File: src/rtl/sort6_pkg.sv
// Shared constants and types for the 6-entry descending sort sequencer.
package sort6_pkg;
    localparam int   DATA_W  = 4;
    localparam int   N_ENT   = 6;
    localparam logic MODE_ID = 1'b1;
    localparam logic MODE_GM = 1'b0;

    typedef enum logic [1:0] {IDLE, LOAD, SORT, OUT} state_e;
    typedef logic [N_ENT-1:0][DATA_W-1:0] keys_t;
endpackage

File: src/rtl/sort6_net.sv
// Combinational 6-key descending sorting network (12 compare-exchange, depth 5).
module sort6_net
    import sort6_pkg::*;
(
    input  keys_t keys_i,
    output keys_t keys_o
);
    localparam int NCMP = 12;
    // Comparator pairs, layer by layer; the larger key always moves to LO.
    localparam int LO [NCMP] = '{0, 1, 2, 1, 3, 0, 2, 0, 2, 4, 1, 3};
    localparam int HI [NCMP] = '{5, 3, 4, 2, 4, 3, 5, 1, 3, 5, 2, 4};

    always_comb begin
        keys_t             v;
        logic [DATA_W-1:0] t;
        v = keys_i;
        t = '0;
        for (int i = 0; i < NCMP; i++) begin
            if (v[HI[i]] > v[LO[i]]) begin
                t        = v[LO[i]];
                v[LO[i]] = v[HI[i]];
                v[HI[i]] = t;
            end
        end
        keys_o = v;
    end
endmodule

File: src/rtl/sort6_seq_ctrl.sv
// Collects 6 (ID, gm) entries, sorts on the latched key in one registered step,
// then streams the sorted keys largest-first over valid/ready.
module sort6_seq_ctrl
    import sort6_pkg::*;
(
    input  logic              clk,
    input  logic              rst_n,
    input  logic              in_valid,
    output logic              in_ready,
    input  logic [DATA_W-1:0] in_id,
    input  logic [DATA_W-1:0] in_gm,
    input  logic              in_mode,
    output logic              out_valid,
    input  logic              out_ready,
    output logic [DATA_W-1:0] out_data,
    output logic              out_last,
    output logic              busy
);
    localparam logic [2:0] LAST = 3'(N_ENT - 1);

    state_e            state_q;
    logic [2:0]        cnt_q, cnt_d;
    logic [2:0]        rank_q, rank_d;
    logic              mode_q;
    keys_t             ent_id_q, ent_gm_q, res_q;
    keys_t             net_in, net_out;
    logic              in_ready_q, out_valid_q, out_last_q;
    logic [DATA_W-1:0] out_data_q;
    logic              in_hs;

    assign cnt_d  = cnt_q + 3'd1;
    assign rank_d = rank_q + 3'd1;
    assign in_hs  = in_valid && in_ready_q;
    assign net_in = (mode_q == MODE_ID) ? ent_id_q : ent_gm_q;

    sort6_net u_net (
        .keys_i (net_in),
        .keys_o (net_out)
    );

    // in_ready is a register so it stays low through reset and rises on the
    // first edge after release without ever looking at in_valid.
    always_ff @(posedge clk or negedge rst_n) begin
        if (!rst_n) begin
            state_q     <= IDLE;
            cnt_q       <= '0;
            rank_q      <= '0;
            mode_q      <= MODE_GM;
            ent_id_q    <= '0;
            ent_gm_q    <= '0;
            res_q       <= '0;
            in_ready_q  <= 1'b0;
            out_valid_q <= 1'b0;
            out_data_q  <= '0;
            out_last_q  <= 1'b0;
        end else begin
            case (state_q)
                IDLE: begin
                    in_ready_q <= 1'b1;
                    if (in_hs) begin
                        ent_id_q[0] <= in_id;
                        ent_gm_q[0] <= in_gm;
                        mode_q      <= in_mode;
                        cnt_q       <= 3'd1;
                        state_q     <= LOAD;
                    end
                end
                LOAD: begin
                    if (in_hs) begin
                        ent_id_q[cnt_q] <= in_id;
                        ent_gm_q[cnt_q] <= in_gm;
                        cnt_q           <= cnt_d;
                        if (cnt_q == LAST) begin
                            in_ready_q <= 1'b0;
                            state_q    <= SORT;
                        end
                    end
                end
                SORT: begin
                    res_q       <= net_out;
                    out_data_q  <= net_out[0];
                    out_valid_q <= 1'b1;
                    out_last_q  <= 1'b0;
                    rank_q      <= '0;
                    state_q     <= OUT;
                end
                OUT: begin
                    if (out_ready) begin
                        if (rank_q == LAST) begin
                            out_valid_q <= 1'b0;
                            out_data_q  <= '0;
                            out_last_q  <= 1'b0;
                            in_ready_q  <= 1'b1;
                            cnt_q       <= '0;
                            rank_q      <= '0;
                            state_q     <= IDLE;
                        end else begin
                            rank_q     <= rank_d;
                            out_data_q <= res_q[rank_d];
                            out_last_q <= (rank_d == LAST);
                        end
                    end
                end
                default: state_q <= IDLE;
            endcase
        end
    end

    assign in_ready  = in_ready_q;
    assign out_valid = out_valid_q;
    assign out_data  = out_data_q;
    assign out_last  = out_last_q;
    assign busy      = (state_q != IDLE);
endmodule

File: config.mk
export PLATFORM = sky130hd
export DESIGN_NAME = sort6_seq_ctrl
export DESIGN_NICKNAME = d
export VERILOG_FILES = /design/src/rtl/sort6_pkg.sv /design/src/rtl/sort6_net.sv /design/src/rtl/sort6_seq_ctrl.sv
export SDC_FILE = /design/constraint.sdc
export NUM_CORES = 1
export LEC_CHECK = 0
export CAP_MARGIN = 40
export CORE_MARGIN = 5
export CORE_UTILIZATION = 55
export DETAILED_ROUTE_END_ITERATION = 8
export PLACE_DENSITY = 0.73
export SLEW_MARGIN = 10
export SYNTH_ARGS = -nofsm -noshare
export SYNTH_HDL_FRONTEND = slang
export SYNTH_SLANG_ARGS = --single-unit
File: constraint.sdc
create_clock -name clk -period 11.2 [get_ports clk]
set_input_delay 1.12 -clock clk [delete_from_list [all_inputs] [get_ports clk]]
set_output_delay 1.12 -clock clk [all_outputs]
set_load 0.01 [all_outputs]
==> results.cfg <==
[logic_synthesis]
synth_enable_flop_cells = 0
synth.area.top_cells = sky130_fd_sc_hd__dfrtp_1 34%, sky130_fd_sc_hd__mux2_2 12%, sky130_fd_sc_hd__ha_1 9.6%
postSynthNetCount = 709
netlist_instances = 646
synth_sequential_area_ratio = 0.338
synth-seq-cells = 88
yosys_warnings = 0
synthesis.area_um2 = 6510
synth-main-ff-cell = sky130_fd_sc_hd__dfrtp_1
yosys.cell_types.count = 73
synthDominantAreaCellType = sky130_fd_sc_hd__dfrtp_1
netlist.area_leader.share = 0.338
synthArstFlopShare = 1.00
syn-mean-instance-area_um2 = 10.1

[timing]
grt_setup_unrepaired = false
total_count_of_hold_check_failures_in_the_final_report = 0
post-route-min-period_ns = 9.77
slew_headroom = 0.394
max_freq_ghz = 0.102
max_slew.worst_pin.slew_ns = 0.903
maxSlewViolCount = 0
fin_crit_sh = 0.872
finalSetupViolCount = 0
finClkSkew_ns = 0.00799
setup_total_negative_slack_ns = 0

[global_routing]
grt_util_met2 = 0.359
grtUsageTotal = 0.216
antenna_found_initial = 0
wire_length_of_the_first_global_routing_pass_um = 24700
grt_pass1_vias = 4981
gr-total-overflow = 0
use_met3 = 0.0368
groute.layer.met1.usage = 0.290
grt_max_degree = 67
grt_busiest_layer = met2

[detailed_routing]
avgRoutedWirePerCell_um = 18.3
viasPerCell = 6.11
drt_iter0_drc = 289
drcViolationCount = 0
routed-via-count = 4968
detail_route.wirelength_um = 14900
drtAntennaViolNets = 0
detailedRoute.firstPassIterationCount = 5

[worst_setup_path]
critical-path-top-cell-by-count = sky130_fd_sc_hd__ha_1
critical_path.max_stage_delay_ns = 0.91
kind_of_launch_point_of_the_worst_setup_path = flop
timing.setup.critical_path_class = flop to flop
arrival_ns = 10.01
critPathCaptureType = flop
worst-path-max-fanout = 17
critPathSlowestCell = sky130_fd_sc_hd__dfrtp_1
timing.critical_path.required_ns = 11.44

[cts]
post_cts.resized_instances = 0
clock_buffer_count_from_cts = 9
cts_hold_repair.buffers = 0
worst_skew_pair.late_latency_ns = 0.34
clock-sinks = 88
clk_path_buf_depth = 2
clk_pin_slew_worst_paths_ns = 0.06
root_cell_of_the_clock_tree = sky130_fd_sc_hd__clkbuf_16
htree_levels = 3
cts_post_setup_buffers_inserted = 0
cts_tree = built

[die]
core.rowCount = 39
placeableCoreArea_um2 = 11500
die_area_um2 = 14100
ios = 21
fp.dieW_um = 119
floorplan.initialDensity = 0.565
die_height_um = 119

[placed_design]
detailed_place_hpwl_um = 11500
numPortBuffers = 20
gpl.final_weighted_congestion = 0.876

[finish]
n_antenna_cell = 0
drive_above_1_share = 0.188
finalNetCount = 728
area_delta_synth_final_pct = 9.77
fillerInstances = 924

[outcome]
outcome = finished clean

[run]
drv.max_cap_violation_count = 0

[min_path]
path_class_of_the_lowest_slack_min_delay_path = flop to flop
## worst max-delay path: cells and delay by family (launching register included)
family,cells,cell delay (ns)
simple gates,12,2.17
buf+inv,3,0.53
mux,4,1.56
flops,1,0.91
fa+ha+maj,5,1.49
compound gates,12,2.97
## cells by family after synthesis
| kind of cell | count (synthesis) | share of synthesized area |
|---|---|---|
| adder cells (fa/ha/maj) | 50 | 0.0962 |
| XOR/XNOR | 1 | 0.00135 |
| multiplexers | 137 | 0.235 |
| buffers and inverters | 70 | 0.0431 |
| AND/OR/NAND/NOR | 157 | 0.123 |
| AO/OA/AOI/OAI | 143 | 0.162 |
| flip-flops | 88 | 0.338 |
## area by class of cell
| type | instances | area (um^2) | area share |
|---|---|---|---|
| timing repair buffer | 25 | 255 | 0.0357 |
| multi-input combinational | 488 | 4020 | 0.563 |
| inverter | 53 | 199 | 0.0279 |
| clock inverter | 3 | 42.5 | 0.00596 |
| tap | 143 | 179 | 0.0251 |
| clock buffer | 13 | 240 | 0.0336 |
| sequential | 88 | 2200 | 0.308 |
## per-layer routing
| metal | share of wire | wire, um | vias to the layer above |
|---|---|---|---|
| met2 | 0.48 | 7220 | 122 |
| met3 | 0.044 | 657 | 16 |
| met4 | 0.017 | 249 | 0 |
| met5 | 0 | 0 | - |
| li1 | - | - | 2411 |
| met1 | 0.45 | 6780 | 2419 |
## layout by cell type, fill, tap and decap left out, drive strengths merged, types with 10 or more instances in the layout
cell type       n
inv            53
mux2           73
dfrtp          88
o21a           10
ha             50
a21oi          35
o221ai         19
clkbuf         13
clkdlybuf4s50  19
nor2           33
nand2          47
nand3          13
o21ai          37
nand2b         21
mux2i          60
## state kept, by name, indices dropped and copies added (netlist names)
register	flops
out_last	1
out_valid	1
ent_gm_q	24
out_data	4
in_ready	1
cnt_q	3
rank_q	3
state_q	2
mode_q	1
res_q	24
ent_id_q	24
## Yosys cell counts (all sizes together) (2+ instances only)
cell / instances
a31o: 2
a2bb2oi: 2
nand3b: 2
o221ai: 19
nor4: 2
o21ai: 37
nand2: 47
dfrtp: 88
nor2b: 8
mux4: 4
buf: 7
a21oi: 35
nand4: 5
or3b: 5
or3: 2
nand3: 13
a41oi: 2
mux2: 73
a211oi: 5
a31oi: 5
o211ai: 6
o21a: 10
mux2i: 60
clkbuf: 10
nor2: 33
nor3: 8
o31ai: 2
and3: 3
ha: 50
inv: 53
a21boi: 4
a211o: 2
and4: 2
o211a: 3
or2: 4
nand2b: 21
## per-stage QoR
| step | instance area (um^2) | setup slack, ns | instances | util | hold WS (ns) |
|---|---|---|---|---|---|
| 2_1_floorplan | 6510 | 2.99 | 646 | - | 0.458 |
| 3_3_place_gp | 6830 | 2.03 | 796 | 0.593 | 0.472 |
| 3_5_place_dp | 6860 | 1.59 | 797 | 0.596 | 0.473 |
| 4_1_cts | 7140 | 1.52 | 813 | 0.620 | 0.488 |
| 5_1_grt | 7140 | 0.649 | 813 | 0.620 | 0.503 |
| 6_report | 7140 | 1.43 | 813 | 0.620 | 0.485 |
## worst paths after layout
kind / start / endpoint / slack [ns] / cells past startpoint
worst max-delay path: mode_q / res_q[4] / 1.43 / 36
worst min-delay path: out_last / out_last / 0.48 / 2
worst max register to register: mode_q / res_q[4] / 1.43 / 36
worst min register to register: out_last / out_last / 0.48 / 2
max in group asynchronous: rst_n / res_q[9] / 9.79 / 3
min in group asynchronous: rst_n / ent_gm_q[5] / 0.65 / 1
Power is left out: the tool's default activity adds up to more than one toggle a clock period on the data nets, which glitch-free logic cannot reach.
